### src/rtl/usb_rx_decoder.sv
// Low-speed/full-speed USB receive path: NRZI decode, SYNC detect, bit unstuffing,
// byte assembly and EOP qualification, one bus bit-time per clock.
module usb_rx_decoder #(
  parameter int MAX_BYTES = 11
) (
  input  logic       clock,
  input  logic       reset_n,
  input  logic       dp,
  input  logic       dm,
  input  logic       enable,
  output logic [7:0] rx_byte,
  output logic       rx_byte_valid,
  output logic [3:0] rx_pid,
  output logic       rx_active,
  output logic [3:0] byte_count,
  output logic       pkt_done,
  output logic       pkt_error
);

  typedef enum logic [2:0] {
    IDLE,
    SYNC,
    DATA,
    EOP1,
    EOP2,
    WAIT_IDLE
  } state_t;

  localparam logic [3:0] MAX_CNT = 4'(MAX_BYTES);

  state_t     state;
  logic       prev_j;
  logic [2:0] sync_cnt;
  logic [2:0] ones_cnt;
  logic [2:0] bit_cnt;
  logic [7:0] shift;

  logic       is_j;
  logic       is_k;
  logic       is_se0;
  logic       is_se1;
  logic       line_bit;
  logic [7:0] next_shift;

  assign is_j       = dp & ~dm;
  assign is_k       = ~dp & dm;
  assign is_se0     = ~dp & ~dm;
  assign is_se1     = dp & dm;
  // NRZI: no transition decodes as 1
  assign line_bit   = ~(is_j ^ prev_j);
  assign next_shift = {line_bit, shift[7:1]};

  always_ff @(posedge clock or negedge reset_n) begin
    if (!reset_n) begin
      state         <= IDLE;
      prev_j        <= 1'b1;
      sync_cnt      <= 3'd0;
      ones_cnt      <= 3'd0;
      bit_cnt       <= 3'd0;
      shift         <= 8'h00;
      rx_byte       <= 8'h00;
      rx_byte_valid <= 1'b0;
      rx_pid        <= 4'h0;
      rx_active     <= 1'b0;
      byte_count    <= 4'd0;
      pkt_done      <= 1'b0;
      pkt_error     <= 1'b0;
    end else begin
      rx_byte_valid <= 1'b0;
      pkt_done      <= 1'b0;
      pkt_error     <= 1'b0;
      if (!enable) begin
        state     <= IDLE;
        prev_j    <= 1'b1;
        rx_active <= 1'b0;
        bit_cnt   <= 3'd0;
        ones_cnt  <= 3'd0;
        shift     <= 8'h00;
      end else begin
        case (state)
          IDLE: begin
            prev_j <= 1'b1;
            if (is_k) begin
              state      <= SYNC;
              prev_j     <= 1'b0;
              sync_cnt   <= 3'd1;
              byte_count <= 4'd0;
              rx_pid     <= 4'h0;
            end
          end
          SYNC: begin
            if (is_se0 || is_se1) begin
              pkt_error <= 1'b1;
              state     <= WAIT_IDLE;
            end else begin
              prev_j <= is_j;
              if (!line_bit && sync_cnt != 3'd7) begin
                sync_cnt <= sync_cnt + 3'd1;
              end else if (line_bit && sync_cnt == 3'd7) begin
                state     <= DATA;
                rx_active <= 1'b1;
                bit_cnt   <= 3'd0;
                ones_cnt  <= 3'd0;
                shift     <= 8'h00;
              end else begin
                pkt_error <= 1'b1;
                state     <= WAIT_IDLE;
              end
            end
          end
          DATA: begin
            if (is_se1) begin
              pkt_error <= 1'b1;
              rx_active <= 1'b0;
              state     <= WAIT_IDLE;
            end else if (is_se0) begin
              state <= EOP1;
            end else begin
              prev_j <= is_j;
              // after six 1s the next bit must be a stuffed 0, which is dropped
              if (ones_cnt == 3'd6) begin
                if (line_bit) begin
                  pkt_error <= 1'b1;
                  rx_active <= 1'b0;
                  state     <= WAIT_IDLE;
                end else begin
                  ones_cnt <= 3'd0;
                end
              end else begin
                ones_cnt <= line_bit ? ones_cnt + 3'd1 : 3'd0;
                shift    <= next_shift;
                bit_cnt  <= bit_cnt + 3'd1;
                if (bit_cnt == 3'd7) begin
                  if (byte_count == MAX_CNT) begin
                    pkt_error <= 1'b1;
                    rx_active <= 1'b0;
                    state     <= WAIT_IDLE;
                  end else begin
                    rx_byte       <= next_shift;
                    rx_byte_valid <= 1'b1;
                    byte_count    <= byte_count + 4'd1;
                    if (byte_count == 4'd0) begin
                      rx_pid <= next_shift[3:0];
                      if (next_shift[7:4] != ~next_shift[3:0]) begin
                        pkt_error <= 1'b1;
                        rx_active <= 1'b0;
                        state     <= WAIT_IDLE;
                      end
                    end
                  end
                end
              end
            end
          end
          EOP1: begin
            if (is_se0) begin
              state <= EOP2;
            end else begin
              pkt_error <= 1'b1;
              rx_active <= 1'b0;
              state     <= WAIT_IDLE;
            end
          end
          EOP2: begin
            if (is_j) begin
              state     <= IDLE;
              prev_j    <= 1'b1;
              rx_active <= 1'b0;
              if (bit_cnt == 3'd0 && byte_count != 4'd0) begin
                pkt_done <= 1'b1;
              end else begin
                pkt_error <= 1'b1;
              end
            end else begin
              pkt_error <= 1'b1;
              rx_active <= 1'b0;
              state     <= WAIT_IDLE;
            end
          end
          WAIT_IDLE: begin
            rx_active <= 1'b0;
            if (is_j) begin
              state  <= IDLE;
              prev_j <= 1'b1;
            end
          end
          default: begin
            state <= IDLE;
          end
        endcase
      end
    end
  end

endmodule

### config.mk
export PLATFORM = sky130hd
export DESIGN_NAME = usb_rx_decoder
export DESIGN_NICKNAME = d
export VERILOG_FILES = /design/src/rtl/usb_rx_decoder.sv
export SDC_FILE = /design/constraint.sdc
export NUM_CORES = 1
export LEC_CHECK = 0
export ABC_CLOCK_PERIOD_IN_PS = 2610
export BUFFER_PORTS_ARGS = -buffer_cell sky130_fd_sc_hd__buf_4
export CAP_MARGIN = 20
export CORE_ASPECT_RATIO = 2
export CORE_UTILIZATION = 50
export CTS_CLUSTER_SIZE = 14
export DETAILED_ROUTE_END_ITERATION = 12
export PLACE_DENSITY = 0.75
export SLEW_MARGIN = 20
export SYNTH_ARGS = -nofsm -noshare
export SYNTH_HDL_FRONTEND = slang
export SYNTH_SLANG_ARGS = --single-unit
### constraint.sdc
create_clock -name clock -period 2.61 [get_ports clock]
set_input_delay 0 -clock clock [delete_from_list [all_inputs] [get_ports clock]]
set_output_delay 0 -clock clock [all_outputs]
set_load 0.01 [all_outputs]
==> impl_metrics.py, run 1 <==
metrics = {
    "synth": {
        "yosysWarnings": 0,
        "syn-num-nets": 267,
        "ys_top_cells_by_area": "dfrtp_1, ha_1, nand2_1",
        "async_reset_ff_share_pct": 100.0,
        "synth-edff-count": 0,
        "syn_area_um2": 2431,
        "synth_cells": 247,
        "yosysTopAreaCell": "dfrtp_1",
        "synth.most_common_cell": "dfrtp_1",
        "synth_cell_type_count": 58,
        "avgSynthCellArea_um2": 9.842,
        "synth_top_area_share_pct": 40.14,
        "ys.flop_type": "dfrtp_1",
        "synth-seq-cells": 40,
        "netlist_top_cells_count": "dfrtp_1, nand2_1, inv_1",
        "yosysSeqAreaShare_pct": 41.22,
    },
    "route": {
        "drc": 0,
        "via_per_inst": 5.920,
        "antenna_left": 0,
        "drt_iter0_drc": 63,
        "wl_um": 5698,
        "avgRoutedWirePerCell_um": 16.86,
        "via_count": 2001,
        "dr.pass1.iters": 5,
    },
    "finish": {
        "synthToLayoutAreaGrowth_pct": 16.62,
        "fin_nets": 302,
        "drive_gt1_share_pct": 21.91,
        "final_cell_area_um2": 2835,
        "diodes": 0,
    },
    "run": {
        "drv_cap": 0,
    },
    "clock_tree": {
        "worst_skew_pair.late_latency_ps": 300,
        "cts_root_buf": "clkbuf_8",
        "cts_tree": "yes",
        "cts_buffers": 5,
        "ctsResizeCount": 0,
        "cts-htree-levels": 2,
        "path_clk_slew_ps": 80,
        "clock_path_buffers": 2,
        "clock_sink_count": 40,
    },
    "floorplan": {
        "io_pins": 25,
        "fp.dieH_um": 100.6,
        "die_x_um": 51.31,
        "rows": 35,
        "dieArea_um2": 5162,
        "start_util_pct": 52.37,
        "core_um2": 4642,
    },
    "worst_setup_path": {
        "r2r-start": "bit_cnt[1]",
        "reg2reg_to": "rx_pid[0]",
        "slowest_stage": "nor4b_4",
        "r2r_cells": 7,
        "cp_max_fo": 9,
        "critPathKind": "flop to flop",
        "cpMostUsedCell": "ha_1",
        "cp-start-kind": "flop",
        "critPathBufInv": 1,
        "crit_arrival_ps": 2540,
        "cp.required_ps": 2800,
        "r2r_slack_ps": 260,
        "max_stage_delay_ps": 540,
        "path_cells": "ha_1, ha_1, clkinv_1, o41a_1, nor4b_4, o21ai_2, a22o_1",
        "cp_top_family": "compound AO/OA/AOI/OAI gates",
        "endpoint_kind": "flop",
    },
    "timing": {
        "setup_tns_ps": 0,
        "tightest_slew_ps": 663.0,
        "slew_headroom_pct": 55.70,
        "max_freq_mhz": 425.4,
        "finalCritPeriodShare_pct": 90.07,
        "layout_min_cycle_time_ps": 2351,
        "hold_viol": 0,
        "rsz0062_at_grt": "no",
        "skew_ps": 11.81,
        "finalSetupViolCount": 0,
        "slew_violations": 0,
    },
    "global_route": {
        "grt_pass1_vias": 2027,
        "grt_usage_pct": 25.52,
        "gr-total-overflow": 0,
        "antenna_found_initial": 0,
        "grt_max_degree": 41,
        "grt_pass1_wl_um": 9777,
    },
    "power": {
        "p_leak_uw": 0.001392,
        "power-per-cell-area_nw_per_um2": 636.1,
        "vdd_drop_max_mv": 0.7672,
    },
    "placement": {
        "place_hpwl_um": 4302,
        "dpl-instance-area_um2": 2694,
        "gp_congestion": 0.9337,
        "portBuffers": 24,
    },
    "status": {
        "status": "finished, final reports clean",
    },
    "worst_hold_path": {
        "hold_path_class": "input pin to asynchronous set/reset pin",
    },
}
-- worst register-to-register path: cells and delay by family (launching register included) --
kind                     cells  cell delay [ps]
AO/OA/AOI/OAI                3              890
AND/OR/NAND/NOR              1              540
buffers and inverters        1              110
adder cells (fa/ha/maj)      2              340
flip-flops                   1              360
-- repair_timing --
| item | CTS | global route |
|---|---|---|
| hold buffers | 2 | 0 |
| setup buffers | 0 | 0 |
| hold endpoints to repair | 40 | 0 |
-- metal layers --
metal	vias up	GRT usage, %	share of wire [%]
met4	0	15.38	4.6
li1	957	-	-
met1	949	28.28	38
met5	-	0	0
met3	25	3.922	3.1
met2	70	44.43	54
-- registers in the layout (all words and copies together), names as in the netlist, 3 cells and up --
signal / cells
bit_cnt: 3
byte_count: 4
shift: 7
rx_byte: 8
state: 3
rx_pid: 4
ones_cnt: 3
sync_cnt: 3
-- worst max path at each step --
stage / cells after the start / startpoint / slack, ps / end
6_report: 7 / bit_cnt[1] / 260 / rx_pid[0]
5_1_grt: 7 / prev_j / 110 / shift[1]
4_1_cts: 7 / bit_cnt[1] / 250 / rx_pid[2]
3_5_place_dp: 7 / bit_cnt[0] / 260 / rx_pid[3]
3_3_place_gp: 7 / bit_cnt[0] / 280 / rx_pid[2]
2_1_floorplan: 7 / prev_j / 410 / shift[1]
-- placed cells by master, fill, tap and decap left out, types with 6 or more instances in the layout --
master / count
nand3_1: 9
inv_1: 18
mux2_2: 6
mux2i_1: 8
nand2_1: 29
clkbuf_8: 6
o21ai_0: 17
a21oi_1: 11
ha_1: 15
buf_4: 35
dfrtp_1: 39
nor2_1: 8
-- power breakdown --
part           total, uW  internal (uW)  switching [uW]
registers            736            676            60.6
logic                529            237             291
clock network        538            313             225
total               1800           1230             577
-- cells by family (layout without fill, tap and decap cells) --
family | count (synthesis) | count (layout) | synth area share [%]
flip-flops | 40 | 40 | 41.23
buffers and inverters | 28 | 64 | 5.764
AND/OR/NAND/NOR | 85 | 85 | 19.76
multiplexers | 17 | 17 | 7.463
AO/OA/AOI/OAI | 56 | 56 | 15.34
XOR/XNOR | 6 | 6 | 2.728
adder cells (fa/ha/maj) | 15 | 15 | 7.720
-- stage by stage --
| step | utilization, % | hold WS [ps] | cells | total power (uW) | setup slack, ps |
|---|---|---|---|---|---|
| 2_1_floorplan | - | -295.6 | 247 | 1089 | 412.2 |
| 3_3_place_gp | 58.03 | 5.415 | 328 | 1257 | 279.5 |
| 3_5_place_dp | 58.03 | 9.559 | 328 | 1265 | 259.9 |
| 4_1_cts | 61.08 | 224.2 | 338 | 1808 | 249.0 |
| 5_1_grt | 61.08 | 264.7 | 338 | 1903 | 106.2 |
| 6_report | 61.08 | 198.1 | 338 | 1803 | 259.1 |
-- cell type report --
cell class | instances | area [um2]
clock buffer | 6 | 82.58
clock inverter | 2 | 38.79
fill | 416 | 1807
inverter | 19 | 71.32
multi-input combinational | 179 | 1289
sequential | 40 | 1002
tap | 55 | 68.82
timing repair buffer | 37 | 282.8
(Power assumes the default switching activity.)
==> inputs of run 2 (changes only) <==
- CORE_MARGIN: unset -> 2
==> impl_metrics.py, run 2 (same netlist as run 1, synthesis figures left out) <==
metrics = {
    "timing": {
        "layout_min_cycle_time_ps": 2372,
        "max_freq_mhz": 421.7,
        "finalCritPeriodShare_pct": 90.87,
        "setup_ws_ps": 238.4,
        "slew_headroom_pct": 59.27,
        "whs_ps": 206.5,
        "slew_violations": 0,
        "hold_viol": 0,
        "setup_tns_ps": 0,
        "rsz0062_at_grt": "no",
        "tightest_slew_ps": 609.7,
        "skew_ps": 4.360,
        "finalSetupViolCount": 0,
    },
    "power": {
        "power-per-cell-area_nw_per_um2": 634.8,
        "p_sw_uw": 571.2,
        "p_leak_uw": 0.001382,
        "vdd_drop_max_mv": 0.5354,
        "p_clk_share_pct": 30.1,
        "cell_internal_pwr_uw": 1219,
        "seqPwrFrac_pct": 41.6,
        "p_sw_share_pct": 31.90,
        "pwr-share-comb_pct": 28.3,
    },
    "route": {
        "avgRoutedWirePerCell_um": 16.67,
        "via_count": 1960,
        "via_per_inst": 5.833,
        "drc": 0,
        "antenna_left": 0,
        "drt_iter0_drc": 56,
        "dr.pass1.iters": 4,
        "wl_um": 5602,
    },
    "worst_setup_path": {
        "slowest_stage": "nor4b_4",
        "path_cells": "ha_1, ha_1, clkinv_1, o41a_1, nor4b_4, o21ai_2, a22o_1",
        "cpMostUsedCell": "ha_1",
        "endpoint_kind": "flop",
        "max_stage_delay_ps": 520,
        "critPathKind": "flop to flop",
        "critPathBufInv": 1,
        "cp_max_fo": 9,
        "cp-start-kind": "flop",
        "cp_top_family": "compound AO/OA/AOI/OAI gates",
        "cp.required_ps": 2800,
        "crit_arrival_ps": 2560,
        "r2r_slack_ps": 240,
    },
    "global_route": {
        "grt_usage_pct": 23.10,
        "antenna_found_initial": 0,
        "grt_pass1_vias": 1985,
        "grt_pass1_wl_um": 9170,
        "grt_max_degree": 41,
        "gr-total-overflow": 0,
    },
    "finish": {
        "top_register": "rx_byte",
        "seq_area_um2": 1002,
        "diodes": 0,
        "fin_nets": 300,
        "multi_input_area_um2": 1289,
        "drive_gt1_share_pct": 21.35,
        "layout_commonest_cell": "dfrtp_1",
        "most-common-layout-cells": "dfrtp_1, buf_4, nand2_1, inv_1, o21ai_0",
        "synthToLayoutAreaGrowth_pct": 16.01,
        "largest_reg_flops": 8,
        "num-fill-cells": 418,
        "reg.largest.list": "rx_byte (8), shift (7)",
    },
    "clock_tree": {
        "clock_path_buffers": 2,
        "cts_tree": "yes",
        "cts_setup_buffers": 0,
        "cts_root_buf": "clkbuf_8",
        "clock_sink_count": 40,
        "path_clk_slew_ps": 80,
        "cts-htree-levels": 2,
        "worst_skew_pair.late_latency_ps": 290,
        "cts_buffers": 5,
    },
    "floorplan": {
        "die_x_um": 53.31,
        "dieArea_um2": 5470,
        "core_um2": 4642,
        "fp.dieH_um": 102.6,
        "rows": 35,
        "start_util_pct": 52.37,
        "io_pins": 25,
    },
    "run": {
        "drv_cap": 0,
    },
    "placement": {
        "gp_congestion": 0.9450,
        "portBuffers": 24,
        "place_hpwl_um": 4357,
        "preCtsSetupSlack_ps": 226.9,
    },
    "status": {
        "status": "finished, final reports clean",
    },
    "worst_hold_path": {
        "hold_path_class": "input pin to asynchronous set/reset pin",
    },
}
-- run 2: cell types whose count changed in the layout (fill, tap and decap cells not counted), sizes merged --
cell  change
buf       -2
-- run 2: per-layer routing --
metal	GRT usage (%)	part of all wire [%]
met1	24.05	36
met2	40.17	54
met3	2.754	2.8
met4	17.75	7.2
met5	0	0
-- run 2: worst paths after layout --
kind	start	to	cells past startpoint
max	bit_cnt[0]	rx_pid[2]	7
min	reset_n	byte_count[1]	2
max reg2reg	bit_cnt[0]	rx_pid[2]	7
min reg2reg	rx_byte[1]	rx_byte[1]	2
max in group asynchronous	reset_n	prev_j	2
min in group clock	dm	rx_byte_valid	3
-- run 2: final cells by class --
class / count / area share (%)
clock buffers: 6 / 2.928
clock inverters: 2 / 1.375
inverters: 19 / 2.529
multi-input cells: 179 / 45.70
flip-flops and latches: 40 / 35.54
well taps: 55 / 2.440
repair buffers: 35 / 9.494
-- run 2: through the flow --
stage | total power [uW] | area (um2) | utilization (%) | cells
after floorplan | 1089 | 2431 | - | 247
after global placement | 1250 | 2679 | 57.71 | 326
after detailed placement | 1258 | 2679 | 57.71 | 326
after CTS | 1798 | 2820 | 60.75 | 336
after global routing | 1881 | 2820 | 60.75 | 336
final | 1790 | 2820 | 60.75 | 336
-- run 2: power groups by stage --
stage | Clock, uW | Combinational, uW | Sequential [uW]
3_3_place_gp | 0 | 495 | 754
6_report | 539 | 507 | 745
5_1_grt | 571 | 557 | 753
2_1_floorplan | 0 | 352 | 737
3_5_place_dp | 0 | 501 | 756
4_1_cts | 551 | 504 | 744
-- run 2: what timing repair did --
| action | in CTS | in global routing |
|---|---|---|
| endpoints found under the hold margin | 40 | 0 |
| hold buffers | 2 | 0 |
| resized for setup | 0 | 0 |
